$ cat config.mk
export PLATFORM = sky130hd
export DESIGN_NAME = mul_div_unit
export DESIGN_NICKNAME = d
export VERILOG_FILES = /design/src/rtl/mul_div_unit.sv
export SDC_FILE = /design/constraint.sdc
export NUM_CORES = 1
export LEC_CHECK = 0
export BUFFER_PORTS_ARGS = -buffer_cell sky130_fd_sc_hd__buf_2
export CAP_MARGIN = 20
export CORE_ASPECT_RATIO = 0.75
export CORE_MARGIN = 2
export CORE_UTILIZATION = 25
export CTS_BUF_LIST = sky130_fd_sc_hd__clkbuf_16
export DETAILED_ROUTE_END_ITERATION = 8
export MAX_ROUTING_LAYER = met4
export RECOVER_POWER = 100
export SLEW_MARGIN = 0
export SYNTH_ARGS = -nofsm -noshare
export SYNTH_HDL_FRONTEND = slang
export SYNTH_SLANG_ARGS = --single-unit
$ cat constraint.sdc
create_clock -name i_clk -period 4.4 [get_ports i_clk]
set_clock_uncertainty 0.05 [all_clocks]
set_input_delay 0.22 -clock i_clk [delete_from_list [all_inputs] [get_ports i_clk]]
set_output_delay 0.22 -clock i_clk [all_outputs]
set_load 0.02 [all_outputs]
$ cat src/rtl/mul_div_unit.sv
// Sequential 8-bit multiply (shift-add) / divide (restoring) unit.
// One iteration per cycle; results and flags are held until the next completion.
module mul_div_unit (
  input  logic       i_clk,
  input  logic       i_rst_n,
  input  logic       i_start,
  input  logic       i_op,
  input  logic [7:0] i_a,
  input  logic [7:0] i_b,
  output logic       o_busy,
  output logic       o_done,
  output logic [7:0] o_a,
  output logic [7:0] o_b,
  output logic       o_desC,
  output logic       o_desOv
);

  typedef enum logic [1:0] {IDLE, RUN, DONE} state_t;

  state_t      state_q;
  logic        op_q;
  logic [7:0]  a_q;
  logic [7:0]  b_q;
  logic [3:0]  cnt_q;
  logic [15:0] acc_q;
  logic [8:0]  rem_q;

  logic [15:0] acc_d;
  logic [8:0]  rem_d;
  logic [8:0]  mul_sum;
  logic [9:0]  div_shift;
  logic [8:0]  div_sub;
  logic        div_neg;

  // MUL: acc = {partial product, remaining multiplier bits}.
  // DIV: acc[7:0] holds the dividend shifting out MSB first while quotient bits shift in.
  always_comb begin
    mul_sum   = {1'b0, acc_q[15:8]} + {1'b0, (acc_q[0] ? a_q : 8'h00)};
    div_shift = {rem_q, acc_q[7]};
    div_neg   = (div_shift < {2'b00, b_q});
    div_sub   = div_shift[8:0] - {1'b0, b_q};
    acc_d     = acc_q;
    rem_d     = rem_q;
    if (op_q) begin
      rem_d = div_neg ? div_shift[8:0] : div_sub;
      acc_d = {acc_q[15:8], acc_q[6:0], ~div_neg};
    end else begin
      acc_d = {mul_sum, acc_q[7:1]};
    end
  end

  assign o_desC = 1'b0;

  always_ff @(posedge i_clk or negedge i_rst_n) begin
    if (!i_rst_n) begin
      state_q <= IDLE;
      op_q    <= 1'b0;
      a_q     <= 8'h00;
      b_q     <= 8'h00;
      cnt_q   <= 4'd0;
      acc_q   <= 16'h0000;
      rem_q   <= 9'h000;
      o_busy  <= 1'b0;
      o_done  <= 1'b0;
      o_a     <= 8'h00;
      o_b     <= 8'h00;
      o_desOv <= 1'b0;
    end else begin
      o_done <= 1'b0;
      case (state_q)
        RUN: begin
          acc_q <= acc_d;
          rem_q <= rem_d;
          cnt_q <= cnt_q + 4'd1;
          if (cnt_q == 4'd7) begin
            state_q <= DONE;
            o_done  <= 1'b1;
            o_a     <= acc_d[7:0];
            if (op_q) begin
              o_b     <= rem_d[7:0];
              o_desOv <= 1'b0;
            end else begin
              o_b     <= acc_d[15:8];
              o_desOv <= |acc_d[15:8];
            end
          end
        end
        default: begin
          if (i_start) begin
            op_q   <= i_op;
            a_q    <= i_a;
            b_q    <= i_b;
            cnt_q  <= 4'd0;
            rem_q  <= 9'h000;
            acc_q  <= {8'h00, (i_op ? i_a : i_b)};
            o_busy <= 1'b1;
            if (i_op && (i_b == 8'h00)) begin
              state_q <= DONE;
              o_done  <= 1'b1;
              o_a     <= 8'hFF;
              o_b     <= i_a;
              o_desOv <= 1'b1;
            end else begin
              state_q <= RUN;
            end
          end else begin
            state_q <= IDLE;
            o_busy  <= 1'b0;
          end
        end
      endcase
    end
  end

endmodule

==> results of run 1 <==
cell usage in the layout (no fill, tap or decap), types with 3 or more instances in the layout:
| cell | n |
|---|---|
| dfrtp_1 | 67 |
| nand2_1 | 42 |
| o21ai_0 | 33 |
| nor2_1 | 27 |
| clkbuf_1 | 25 |
| a21oi_1 | 24 |
| mux2_2 | 17 |
| ha_1 | 17 |
| buf_2 | 17 |
| mux2i_1 | 16 |
| inv_1 | 13 |
| nand3_1 | 9 |
| clkbuf_16 | 9 |
| and2_1 | 8 |
| nor2b_1 | 7 |
| nand2b_1 | 6 |
| a21o_1 | 6 |
| xor2_1 | 6 |
| a211oi_1 | 6 |
| o211ai_1 | 5 |
| xnor2_1 | 4 |
| a31oi_1 | 4 |
| and2_0 | 3 |
| a221oi_1 | 3 |
| o21a_1 | 3 |
| o31ai_1 | 3 |
| o211a_1 | 3 |
| a221o_1 | 3 |
| a22o_1 | 3 |
layout make-up:
| cell class | instances | area, sq um | share of cell area, % |
|---|---|---|---|
| multi-input combinational | 293 | 2026 | 45.08 |
| sequential | 67 | 1677 | 37.32 |
| timing repair buffer | 44 | 193.9 | 4.316 |
| inverter | 12 | 45.04 | 1.003 |
| tap | 205 | 256.5 | 5.709 |
| clock inverter | 7 | 70.07 | 1.559 |
| clock buffer | 9 | 225.2 | 5.013 |
critical path, delay by kind of cell, from the launching register on:
kind | cells | cell delay [ns]
AO/OA/AOI/OAI | 5 | 1.91
adder cells (fa/ha/maj) | 2 | 0.58
buffers and inverters | 2 | 0.14
flip-flops | 1 | 0.39
AND/OR/NAND/NOR | 1 | 0.16
flip-flops by register name (all words and copies together), names as in the netlist:
signal   cells
rem_q        9
o_b          8
o_a          8
o_busy       1
op_q         1
state_q      2
o_desOv      1
b_q          8
o_done       1
a_q          8
acc_q       16
cnt_q        4
through the flow:
step	setup WS, ns	hold slack [ns]	area (sq um)
floorplan	1.868	-0.1256	3871
global placement	1.705	0.3709	4262
detailed placement	1.611	0.3736	4262
CTS	1.591	0.02130	4557
global route	0.7758	0.1329	4493
finish	1.055	0.1282	4493
how the worst max path moves through the flow:
stage	startpoint	to	depth (start not counted)
2_1_floorplan	acc_q[0]	o_desOv	9
3_3_place_gp	acc_q[0]	o_desOv	9
3_5_place_dp	acc_q[0]	o_desOv	9
4_1_cts	acc_q[0]	o_desOv	9
5_1_grt	i_rst_n	b_q[0]	2
6_report	acc_q[7]	o_b[5]	10
power by group:
| group | leakage, nW | total (mW) | switching (mW) | internal (mW) |
|---|---|---|---|---|
| sequential | 0.799 | 1.14 | 0.232 | 0.908 |
| combinational | 1.04 | 2.05 | 1.22 | 0.833 |
| clock | 0.140 | 0.714 | 0.278 | 0.436 |
| total | 1.98 | 3.91 | 1.73 | 2.18 |
kinds of logic (layout without fill, tap and decap cells):
| logic type | after synthesis | after routing |
|---|---|---|
| DFF | 67 | 67 |
| AOI/OAI and AO/OA | 111 | 111 |
| xor gates and xnor gates | 10 | 10 |
| and+or+nand+nor | 117 | 117 |
| muxes | 35 | 35 |
| adders and majority gates | 19 | 19 |
| buffers and inverters | 31 | 72 |
| other | 1 | 1 |
routing by layer:
layer / GRT usage [%] / vias up / share of wire, %
li1: - / 1483 / -
met4: 4.167 / 0 / 1.4
met5: - / - / 0
met1: 20.24 / 1571 / 49
met3: 4.344 / 14 / 7.8
met2: 19.60 / 128 / 42
==> results.yml, run 1 <==
status:
  status: "finished, violations left"
  violations: "max-capacitance violations, max-slew violations"
clock_tree:
  numCtsBuffers: 9
  ctsResizeCount: 0
  cts.path.max_buffers: 2
  cts.reportedPaths.clkPinSlew_ns: 0.06
  htree_levels: 3
  cts-root-buf: "clkbuf_16"
  clock_latency_ns: 0.34
  cts_hold_buffers: 0
  cts_setup_buffers: 0
  clkSinkCount: 67
  cts_tree: "done"
yosys:
  synth_xor_area_share_pct: 2.262
  async_flop_share_pct: 100.0
  synth_top_family_by_area: "compound AO/OA/AOI/OAI gates"
  syn_nets: 430
  synth.mux.area_fraction_pct: 9.664
  synth-seq-cells: 67
  synth_common_cells: "67 x dfrtp_1, 42 x nand2_1, 33 x o21ai_0"
  synth-compound-area-share_pct: 19.75
  synthAdderAreaFrac_pct: 6.529
  yosys.area_share.simple_pct: 14.51
  yosysUniqueCellTypes: 56
  yosysMostFrequentCell: "dfrtp_1"
  synth_edf_count: 0
  synth_top_area_share_pct: 43.31
  synth_area_per_cell_sq_um: 9.901
  synthTopCellsByArea: "dfrtp_1 43%, mux2_2 5.5%, ha_1 5.5%"
  synth-seq-area-share_pct: 43.31
  synth_ff_type: "dfrtp_1"
  syn_area_sq_um: 3871
  yosysWarningCount: 0
  syn-instance-count: 391
  synth_top_area_cell: "dfrtp_1"
grt:
  grt_pass1_wl_mm: 17.64
  grt_pass1_vias: 3143
  antenna_found_initial: 0
  gr-usage-all-layers_pct: 14.32
  grt_max_degree: 41
  overflow: 0
min_path:
  hold_class: "in -> reg"
  hold_path_depth: 2
  min_delay_worst_endpoint: "b_q[5]"
  min_from: "i_b[5]"
route:
  routed_wl_mm: 10.97
  drc: 0
  drt-vias-per-instance: 5.017
  via_count: 3196
  wl_per_cell_um: 17.22
  detail-route-antenna-nets: 0
  firstDrtPassIters: 5
  drt_iter0_markers: 281
floorplan:
  die_y_um: 111.8
  die_area_sq_um: 16510
  die_x_um: 147.7
  rows: 39
  start_util_pct: 25.51
  ios: 40
  coreArea_sq_um: 15180
timing:
  worst_slew_pin_slew_ns: 2.279
  setup_viol: 0
  fmax_mhz: 298.9
  setup_tns_ns: 0
  maxSlewHeadroom_pct: -51.93
  min_period_ns: 3.345
  hold_viol: 0
  rsz0062_at_grt: "false"
  final_max_slew_viol_count: 85
  timing.final.crit_share_pct: 76.03
pwr:
  power_density_nw_per_um2: 869.9
  totalPowerFinal_mw: 3.909
  peakVddDrop_mv: 0.3213
  leakagePower_nw: 1.977
setup_path:
  worst_setup_path_end_kind: "flop"
  slowest_stage: "a21oi_1"
  cp.required_ns: 4.57
  critPathMaxFanout: 9
  path_cells: "inv_1 -> ha_1 -> inv_1 -> fa_1 -> a21oi_1 -> nand4b_1 -> a21boi_0 -> a21oi_1 -> o31ai_1 -> a221o_1"
  r2r_slack_ns: 1.05
  worstReg2RegEnd: "o_b[5]"
  path_class: "reg -> reg"
  r2r_cells: 10
  cp.arrival_ns: 3.52
  start_kind: "flop"
  slowest_delay_ns: 0.88
  r2r_start: "acc_q[7]"
placed_design:
  port_buffers: 38
  routabilityCongestion: 0.9264
  dp_cells: 621
  hpwl_mm: 8.093
cells_and_area:
  drive_above_1_share_pct: 12.50
  syn2layout_area_growth_pct: 16.06
  diodes: 0
  instances_no_fill: 637
  n_fill_cell: 1601
  final_core_util_pct: 29.61
  nets: 466
flow_run:
  drv_cap: 3
(Power assumes the default switching activity.)
==> inputs of run 2 (changes only) <==
clock period = 3 ns   (was 4.4 ns; I/O delays follow)
==> results.yml, run 2 (synthesis results as in run 1) <==
grt:
  grt_pass1_wl_mm: 17.20
  gr-usage-all-layers_pct: 14.06
  grt_pass1_vias: 3049
  grt_max_degree: 33
  antenna_found_initial: 0
  overflow: 0
clock_tree:
  cts_setup_buffers: 0
  numCtsBuffers: 9
  cts.path.max_buffers: 2
  cts.reportedPaths.clkPinSlew_ns: 0.05
  cts-root-buf: "clkbuf_16"
  htree_levels: 3
  cts_tree: "done"
  clock_latency_ns: 0.33
  clkSinkCount: 67
setup_path:
  startpoint: "acc_q[0]"
  r2r_start: "acc_q[0]"
  cp.arrival_ns: 2.95
  path_class: "reg -> reg"
  start_kind: "flop"
  cp.required_ns: 3.16
  critPathMaxFanout: 10
  worst_setup_path_end_kind: "flop"
floorplan:
  rows: 39
  coreArea_sq_um: 15180
  die_y_um: 111.8
  ios: 40
  die_x_um: 147.7
  die_area_sq_um: 16510
  start_util_pct: 25.51
route:
  drt_iter0_markers: 297
  wl_per_cell_um: 16.86
  firstDrtPassIters: 4
  routed_wl_mm: 10.74
  via_count: 3097
  detail-route-antenna-nets: 0
  drt-vias-per-instance: 4.862
  drc: 0
min_path:
  min_from: "i_b[1]"
  hold_class: "in -> reg"
pwr:
  leakagePower_nw: 1.972
  peakVddDrop_mv: 0.3977
  totalPowerFinal_mw: 5.569
  p_sw_share_pct: 44.48
  power_density_nw_per_um2: 1245
  clkPwrFrac_pct: 16.2
  power.internal_mw: 3.092
  p_switching_mw: 2.477
  pwr-share-seq_pct: 30.4
  p_comb_share_pct: 53.4
status:
  status: "finished, final reports clean"
cells_and_area:
  drive_above_1_share_pct: 12.73
  largest-register: "acc_q"
  mostFrequentLayoutCell: "dfrtp_1"
  diodes: 0
  nets: 469
  layout_common_cells: "67 x dfrtp_1, 42 x nand2_1, 33 x o21ai_0, 27 x nor2_1, 25 x clkbuf_1"
  top_regs: "acc_q x16, rem_q x9"
  syn2layout_area_growth_pct: 15.55
  n_fill_cell: 1598
  largest_reg_flops: 16
timing:
  rsz0062_at_grt: "false"
  min_period_ns: 2.793
  hold_ws_ns: 0.05671
  maxSlewHeadroom_pct: 3.149
  fmax_mhz: 358.0
  worst_slew_pin_slew_ns: 1.453
  hold_viol: 0
  timing.final.crit_share_pct: 93.11
  setup_tns_ns: 0
  final_max_slew_viol_count: 0
  setup_viol: 0
placed_design:
  routabilityCongestion: 0.8972
  hpwl_mm: 8.220
  port_buffers: 38
flow_run:
  drv_cap: 0
[run 2: cell count changes in the layout (fill, tap and decap cells not counted), sizes merged]
cell,before,now
dlygate4sd3,0,1
clkbuf,34,36
clkinvlp,2,1
bufinv,1,0
inv,13,12
[run 2: final cells by class]
| class | count | area [sq um] | area share (%) |
|---|---|---|---|
| timing repair buffer | 47 | 211.5 | 4.727 |
| tap | 205 | 256.5 | 5.734 |
| sequential | 67 | 1677 | 37.48 |
| clock buffer | 9 | 225.2 | 5.035 |
| inverter | 12 | 45.04 | 1.007 |
| multi-input combinational | 293 | 2037 | 45.54 |
| clock inverter | 4 | 21.27 | 0.4755 |
[run 2: what timing repair did]
action	CTS	global route
hold buffers	1	0
endpoints found under the hold margin	17	0
gates resized for setup	0	0
[run 2: worst max-delay path, cell delays in order (launching register included)]
cell and delay (ns):
dfrtp_1 0.46, and2_0 0.17, ha_1 0.21, fa_1 0.42, a21o_1 0.20, a21oi_1 0.18
xnor2_1 0.11, or4_1 0.49, a211oi_1 0.27, a31oi_1 0.11
[run 2: power groups by stage]
stage          Sequential [mW]  Clock (mW)  Combinational [mW]
2_1_floorplan             1.70           0                2.22
3_3_place_gp              1.69           0                2.98
3_5_place_dp              1.70           0                3.03
4_1_cts                   1.69       0.929                3.04
5_1_grt                   1.76       0.965                3.31
6_report                  1.69       0.902                2.97
[run 2: final timing paths]
kind	endpoint	slack (ns)	depth (start not counted)
setup / recovery	o_desOv	0.21	9
hold / removal	b_q[1]	0.06	2
setup reg to reg	o_desOv	0.21	9
hold reg to reg	o_busy	0.44	2
max in group asynchronous	a_q[5]	1.03	3
min in group asynchronous	o_desOv	0.47	2
[run 2: metal layers]
metal | share of wire (%) | track usage, % | vias up
li1 | - | - | 1492
met1 | 51 | 21.48 | 1501
met2 | 41 | 18.39 | 99
met3 | 7.6 | 3.443 | 5
met4 | 0.61 | 3.141 | 0
met5 | 0 | - | -
[run 2: stage by stage]
stage               area [sq um]  util, %  std cells  worst slack (ns)
finish                      4473    29.47        637            0.2067
global route                4473    29.47        637           0.07001
detailed placement          4277    28.18        623            0.2694
global placement            4277    28.18        623            0.3549
floorplan                   3871        -        391            0.4678
CTS                         4533    29.87        637            0.2585
